===== src/rtl/fir_tap_sequencer.sv =====
// fir_tap_sequencer: runs one FIR multiply-accumulate pass per queue read window,
// steps the coefficient ROM address in lock-step, then rounds, saturates and emits
// one filtered sample. Malformed windows raise a sticky error instead of an output.
module fir_tap_sequencer #(
    parameter int unsigned TAPS  = 1021,
    parameter int unsigned SHIFT = 15,
    parameter int unsigned ACC_W = 42
) (
    input  logic               clk,
    input  logic               rst_n,
    input  logic               sequencing,
    input  logic signed [15:0] smpl_in,
    input  logic signed [15:0] coeff_in,
    input  logic               clr_err,
    output logic [9:0]         coeff_addr,
    output logic signed [15:0] filt_out,
    output logic               filt_vld,
    output logic               seq_err,
    output logic               busy
);

    localparam int unsigned OUT_W  = 16;
    localparam int unsigned PROD_W = 32;
    localparam int unsigned ADDR_W = 10;
    localparam int unsigned CNT_W  = $clog2(TAPS + 1);
    localparam logic signed [ACC_W-1:0] RND_BIAS = ACC_W'(2 ** (SHIFT - 1));

    typedef enum logic [2:0] {
        IDLE  = 3'd0,
        RUN   = 3'd1,
        DRAIN = 3'd2,
        OUT   = 3'd3,
        SKIP  = 3'd4
    } state_t;

    state_t                    r_state;
    state_t                    w_state_d;
    logic signed [PROD_W-1:0]  r_prod;
    logic signed [ACC_W-1:0]   r_acc;
    logic [CNT_W-1:0]          r_cnt;
    logic [CNT_W-1:0]          w_cnt_d;
    logic [ADDR_W-1:0]         r_coeff_addr;
    logic [ADDR_W-1:0]         w_addr_d;
    logic signed [OUT_W-1:0]   r_filt_out;
    logic                      r_filt_vld;
    logic                      r_seq_err;
    logic                      r_busy;
    logic                      r_seq_q;
    logic                      w_prod_ld;
    logic                      w_acc_clr;
    logic                      w_acc_add;
    logic                      w_err_set;
    logic                      w_out_ld;
    logic signed [ACC_W-1:0]   w_rnd;
    logic signed [OUT_W-1:0]   w_sat;

    // Next-state and datapath control; a window is only accepted on a fresh rise.
    always_comb begin
        w_state_d = r_state;
        w_prod_ld = 1'b0;
        w_acc_clr = 1'b0;
        w_acc_add = 1'b0;
        w_cnt_d   = r_cnt;
        w_addr_d  = r_coeff_addr;
        w_err_set = 1'b0;
        w_out_ld  = 1'b0;
        case (r_state)
            IDLE: begin
                w_addr_d = '0;
                if (sequencing) begin
                    if (r_seq_q) begin
                        // Window already in progress (overrun or high at reset release).
                        w_state_d = SKIP;
                    end else begin
                        w_prod_ld = 1'b1;
                        w_acc_clr = 1'b1;
                        w_cnt_d   = CNT_W'(1);
                        w_addr_d  = ADDR_W'(1);
                        w_state_d = RUN;
                    end
                end
            end
            RUN: begin
                if (sequencing) begin
                    w_prod_ld = 1'b1;
                    w_acc_add = 1'b1;
                    w_cnt_d   = r_cnt + CNT_W'(1);
                    w_addr_d  = r_coeff_addr + ADDR_W'(1);
                    if (r_cnt == CNT_W'(TAPS - 1)) begin
                        w_state_d = DRAIN;
                    end
                end else begin
                    // Short window.
                    w_err_set = 1'b1;
                    w_addr_d  = '0;
                    w_state_d = IDLE;
                end
            end
            DRAIN: begin
                w_acc_add = 1'b1;
                w_addr_d  = '0;
                if (sequencing) begin
                    // Long window: still streaming after the last tap.
                    w_err_set = 1'b1;
                    w_state_d = SKIP;
                end else begin
                    w_state_d = OUT;
                end
            end
            OUT: begin
                w_out_ld  = 1'b1;
                w_state_d = IDLE;
                if (sequencing) begin
                    w_err_set = 1'b1;
                end
            end
            SKIP: begin
                w_addr_d = '0;
                if (!sequencing) begin
                    w_state_d = IDLE;
                end
            end
            default: begin
                w_addr_d  = '0;
                w_state_d = IDLE;
            end
        endcase
    end

    // Round half up, arithmetic shift, then saturate to the 16-bit output range.
    always_comb begin
        w_rnd = (r_acc + RND_BIAS) >>> SHIFT;
        if ((w_rnd[ACC_W-1:OUT_W-1] == '0) || (w_rnd[ACC_W-1:OUT_W-1] == '1)) begin
            w_sat = w_rnd[OUT_W-1:0];
        end else if (w_rnd[ACC_W-1]) begin
            w_sat = 16'sh8000;
        end else begin
            w_sat = 16'sh7FFF;
        end
    end

    // State register and control-side registers.
    always_ff @(posedge clk or negedge rst_n) begin
        if (!rst_n) begin
            r_state      <= IDLE;
            r_cnt        <= '0;
            r_coeff_addr <= '0;
            r_busy       <= 1'b0;
            r_seq_q      <= 1'b1;
            r_seq_err    <= 1'b0;
        end else begin
            r_state      <= w_state_d;
            r_cnt        <= w_cnt_d;
            r_coeff_addr <= w_addr_d;
            r_busy       <= (w_state_d != IDLE);
            r_seq_q      <= sequencing;
            if (w_err_set) begin
                r_seq_err <= 1'b1;
            end else if (clr_err) begin
                r_seq_err <= 1'b0;
            end
        end
    end

    // Multiply-accumulate pipeline and output register.
    always_ff @(posedge clk or negedge rst_n) begin
        if (!rst_n) begin
            r_prod     <= '0;
            r_acc      <= '0;
            r_filt_out <= '0;
            r_filt_vld <= 1'b0;
        end else begin
            if (w_prod_ld) begin
                r_prod <= PROD_W'(smpl_in) * PROD_W'(coeff_in);
            end
            if (w_acc_clr) begin
                r_acc <= '0;
            end else if (w_acc_add) begin
                r_acc <= r_acc + {{(ACC_W - PROD_W){r_prod[PROD_W-1]}}, r_prod};
            end
            if (w_out_ld) begin
                r_filt_out <= w_sat;
            end
            r_filt_vld <= w_out_ld;
        end
    end

    assign coeff_addr = r_coeff_addr;
    assign filt_out   = r_filt_out;
    assign filt_vld   = r_filt_vld;
    assign seq_err    = r_seq_err;
    assign busy       = r_busy;

endmodule


===== config.mk =====
export PLATFORM = sky130hd
export DESIGN_NAME = fir_tap_sequencer
export DESIGN_NICKNAME = d
export VERILOG_FILES = /design/src/rtl/fir_tap_sequencer.sv
export SDC_FILE = /design/constraint.sdc
export NUM_CORES = 1
export LEC_CHECK = 0
export CAP_MARGIN = 10
export CORE_MARGIN = 8
export CORE_UTILIZATION = 40
export CTS_CLUSTER_SIZE = 12
export DETAILED_ROUTE_END_ITERATION = 8
export SLEW_MARGIN = 15
export SYNTH_ARGS = -nofsm -noshare
export SYNTH_HDL_FRONTEND = slang
export SYNTH_SLANG_ARGS = --single-unit

===== constraint.sdc =====
create_clock -name clk -period 3.1 [get_ports clk]
set_input_delay 0.31 -clock clk [delete_from_list [all_inputs] [get_ports clk]]
set_output_delay 0.31 -clock clk [all_outputs]
set_load 0.1 [all_outputs]

# Word-level counts from Yosys, hierarchy flattened
# Cells that the tools add are included.
totals:
  memories: 0
  latchBits: 0
  ram_bits: 0
  rom_bits: 0
  reg_bits: 117
  wordCells: 63
  inputBits: 36
  output_inout_bits: 29
classes:
  bitwise: 0
  n_addsub: 4
  magnitude_cmp: 0
  n_shift: 0
  muxes: 30
  n_reduce_logical: 9
  multipliers: 1
  div: 0
  n_eq_ne: 9
op_table:
  columns: ["op", "count"]
  rows:
  - ["two-way mux 42 bit", 2]
  - ["adder 42 x 16 -> 42 bit (second input constant)", 1]
  - ["adder 42 bit", 1]
  - ["two-way mux 10 bit", 4]
  - ["multiplier 16 x 16 -> 32 bit", 1]
  - ["two-way mux 16 bit", 2]
  - ["case mux 10 bit (3 select lines)", 1]
  - ["== test 27 bit (second input constant)", 1]
  - ["zero test 27 bit", 1]
  - ["adder 10 x 1 -> 10 bit (second input constant)", 2]
  - ["case mux 10 bit (2 select lines)", 1]
  - ["two-way mux 3 bit", 6]
  - ["case mux 3 bit (4 select lines)", 1]
  - ["== test 10 bit (second input constant)", 1]
  - ["two-way mux 1 bit", 10]
  - ["== test 3 x 2 -> 1 bit (second input constant)", 2]
  - ["!= test 2 bit (second input constant)", 3]
  - ["case mux 1 bit (2 select lines)", 3]
  - ["nonzero test 2 bit", 3]
  - ["AND reduction 4 bit", 1]
  - ["== test 3 x 1 -> 1 bit (second input constant)", 1]
  - ["== test 3 bit (second input constant)", 1]
  - ["zero test 3 bit", 1]
  - ["nonzero test 3 bit", 1]
  - ["other kinds (2)", 2]

# Depth between registers and ports, before layout
logic_depth:
  ltp_word: 5
  depth_mapped: 26
  ltp_nobuf: 25

# Worst setup path after synthesis
# Ideal clock, no wire load.
synth_timing:
  path_kind: "input to register"
  start: "in smpl_in[15]"
  end: "reg r_prod[31]"
  arrival_time_ps: 6198
  n_path_buf: 1
  path_stages: 21
  setup_ps: 130
  path_slack_ps: -3228
  t_required_ps: 2970
  cell_sequence: "clkbuf_1 nand2_1 fa_1 inv_1 fa_1 fa_1 fa_1 fa_1 inv_1 fa_1 inv_1 ha_1 or3_1 and2_1 a21o_1 a21o_1 a221oi_4 nor3_1 a2111oi_2 xnor2_1 o21ai_1"
synth_between:
  elab_chain_len: 1
synth_rtl:
  columns: ["element", "line_no", "text"]
  rows:
  - ["start, declared", "12", "input logic signed [15:0] smpl_in,"]
  - ["multiplier 16 x 16 -> 32 bit", "174", "r_prod <= PROD_W'(smpl_in) * PROD_W'(coeff_in);"]
  - ["end signal, assigned", "174", null]
  - ["end, declared", "38", "logic signed [PROD_W-1:0] r_prod;"]
# Every way passes these cells.
# A chain may end at the register's enable or synchronous reset.

# Worst setup path after layout
# Same ends and word-level chain as after synthesis.

==> results.sh <==
export IMPL_outcome="finished, violations left"
export IMPL_violations="setup timing"
export IMPL_synthArstFlopShare_pct=100
export IMPL_synth_edf_count=0
export IMPL_num_nets_final=2678
export IMPL_vias=14171
export IMPL_rsz0062_at_grt="yes"
export IMPL_r2r_cells=13
export IMPL_ys_seq_elements=117
export IMPL_cts_inserted_buffers=17
export IMPL_startpoint_type="primary input"
export IMPL_synth_flop_cell="dfrtp_1"
export IMPL_fin_crit_sh_pct=177
export IMPL_end_kind="register"
export IMPL_worstHoldPathCells=1
export IMPL_synth_cell_area_um2=17100
export IMPL_fin_crit_ps=5500
export IMPL_fp_dieH_um=223
export IMPL_synth_cell_types=66
export IMPL_synth_fp_nets=2368
export IMPL_drtAntennaViolNets=0
export IMPL_cts_root_buf="clkbuf_16"
export IMPL_worstHoldPathType="primary input to register"
export IMPL_core_region_area_um2=42700
export IMPL_rows=76
export IMPL_synth_area_per_cell_um2=8.83
export IMPL_seqCellArea_um2=2930
export IMPL_clock_path_buffers=2
export IMPL_routedWlPerCell_um=15.8
export IMPL_grt_pass1_wl_mm=74.7
export IMPL_yosys_top_cells_area="fa_1, dfrtp_1, ha_1, inv_1, nand2_1"
export IMPL_fillers=3791
export IMPL_overflow=0
export IMPL_drt_iter0_markers=616
export IMPL_synth_cells=1942
export IMPL_insertedDiodeCount=0
export IMPL_r2r_end="r_acc[34]"
export IMPL_hpwl_mm=34.7
export IMPL_area_delta_synth_final_pct=31.9
export IMPL_path_clk_slew_ps=60
export IMPL_synth_seq_area_share_pct=17.1
export IMPL_die_area_um2=49700
export IMPL_netlist_area_leader_share_pct=30.7
export IMPL_grt_max_degree=54
export IMPL_post_place_ws_ps=-3310
export IMPL_tightestPinTransition_ps=1020
export IMPL_drt_wl_total_mm=44.3
export IMPL_drive_gt1_share_pct=27.7
export IMPL_vias_per_cell=5.04
export IMPL_portBuffers=64
export IMPL_antenna_found_initial=0
export IMPL_worst_slack_ps=-2400
export IMPL_finalMaxSlewViolations=0
export IMPL_reg2reg_from="r_prod[0]"
export IMPL_setup_viol=26
export IMPL_whs_endpoint="r_seq_q"
export IMPL_crit_fanout=5
export IMPL_synth_largest_area_cell="fa_1"
export IMPL_yosys_warnings=0
export IMPL_first_pass_iters=5
export IMPL_die_width_um=223
export IMPL_htreeDepth=4
export IMPL_cts_tree="done"
export IMPL_crit_type="primary input to register"
export IMPL_grt_usage_pct=18.0
export IMPL_rrSetupSlack_ps=110
export IMPL_maxSlewHeadroom_pct=31.8
export IMPL_drc_errors=0
export IMPL_cts_sinks=117
export IMPL_gp_congestion=0.898
export IMPL_ioPinCount=65
export IMPL_grt_pass1_vias=15038
export IMPL_cap_violations=0
export IMPL_worstPathArrival_ps=5800
export IMPL_initial_core_util_pct=40.1
export IMPL_cp_required_ps=3400
export IMPL_finalClockSkew_ps=9.61
export IMPL_clkLatencyLatePin_ps=420
export IMPL_finalHoldViolations=0
export IMPL_multiInputGateArea_um2=13900
export IMPL_min_delay_start="sequencing"
export IMPL_max_freq_ghz=0.182
timing repair:
action | CTS | global route
setup buffers | 72 | 19
hold buffers | 1 | 0
pin swaps | 106 | 99
endpoints found under the hold margin | 50 | 0
gates resized for setup | 310 | 155
cloned | 9 | 0
endpoints found under the setup margin | 44 | 50
layout by cell type (no fill, tap or decap), drive strengths merged, types with 4 or more instances in the layout:
cell type      synthesis  layout
o21ai                152     152
and4                   5       5
or2                    6       6
nor4                  11      11
dfrtp                116     116
o22ai                  5       5
o21a                   6       6
o211ai                 6       6
a21o                  28      28
o31a                   4       4
nor3                  17      17
a22o                   4       4
a211oi                11      11
nor2b                 10      10
a31oi                 10      10
nand2                271     271
nand2b                17      17
nor2                  79      79
o21bai                 5       5
a21oi                 67      67
nand4                 18      18
buf                    2     330
fa                   263     263
clkbuf                64      22
a2111oi                4       4
clkdlybuf4s50          0      23
xnor2                 47      47
nand3                 25      25
and2                 125     125
inv                  317     316
or3                    9       9
and3                  13      13
clkinv                 0       6
xor2                  51      51
ha                   127     127
o31ai                 12      12
cell families (layout without fill, tap and decap cells):
logic type,Yosys count,after routing,share of synthesized area [%]
buffers and inverters,383,705,8.40
AOI/OAI and AO/OA,339,339,12.2
adders and majority gates,390,390,40.0
muxes,3,3,0.175
xor gates and xnor gates,98,98,5.01
DFF,117,117,17.1
and+or+nand+nor,612,612,17.2
worst max-delay path, stage by stage:
cell       delay (ps)
buf_8             110
buf_6             120
nand2_4            60
inv_2              40
fa_2              490
buf_6             140
fa_2              630
fa_1              430
fa_1              510
fa_1              510
inv_2              40
fa_1              530
inv_1              40
ha_2              170
or3_4             330
and2_4            180
a21o_1            170
a21o_1            180
a221oi_4          250
nor3_2             70
a2111oi_2         240
xnor2_1           170
o21ai_1            80
state kept, by name (all words and copies together), names as in the netlist:
register	count
busy	1
coeff_addr	10
filt_out	16
r_acc	42
seq_err	1
r_prod	32
r_seq_q	1
r_cnt	10
r_state	3
filt_vld	1
worst max path at each step:
stage | start | endpoint | cells after the start
after floorplan | smpl_in[15] | r_prod[31] | 19
after global placement | smpl_in[7] | r_prod[31] | 24
after detailed placement | smpl_in[15] | r_prod[31] | 24
after CTS | smpl_in[15] | r_prod[28] | 25
after global routing | smpl_in[15] | r_prod[31] | 23
final | smpl_in[15] | r_prod[31] | 23
metal layers:
metal / vias to the layer above / part of all wire [%] / GRT usage [%]
met5: - / 0 / 0
met4: 0 / 2.1 / 5.01
li1: 6846 / - / -
met1: 6997 / 46 / 23.2
met3: 59 / 2.9 / 1.98
met2: 269 / 49 / 31.9
synth_stat cells (28+ instances only):
cell      count
and2_1      125
nor2_1       79
fa_1        263
o21ai_0     148
a21o_1       28
inv_1       316
a21oi_1      66
clkbuf_1     64
xor2_1       51
nand2_1     271
dfrtp_1     116
ha_1        127
xnor2_1      47
through the flow:
step	util [%]	hold slack, ps	instance area [um^2]	cells	TNS [ps]
after floorplan	-	14.4	17700	1942	-45260
after global placement	47.5	401	20300	2690	-72770
after detailed placement	47.5	403	20300	2690	-74980
after CTS	51.7	408	22100	2800	-47900
after global routing	52.9	437	22600	2810	-51900
final	52.9	435	22600	2810	-47390
cell type report:
type / count / area share, %
timing repair buffer: 357 / 14.8
sequential: 117 / 13.0
inverter: 317 / 5.29
clock inverter: 9 / 0.448
clock buffer: 22 / 2.14
tap: 546 / 3.02
multi-input combinational: 1442 / 61.3
Power is left out: the tool's default activity adds up to more than one toggle a clock period on the data nets, which glitch-free logic cannot reach.
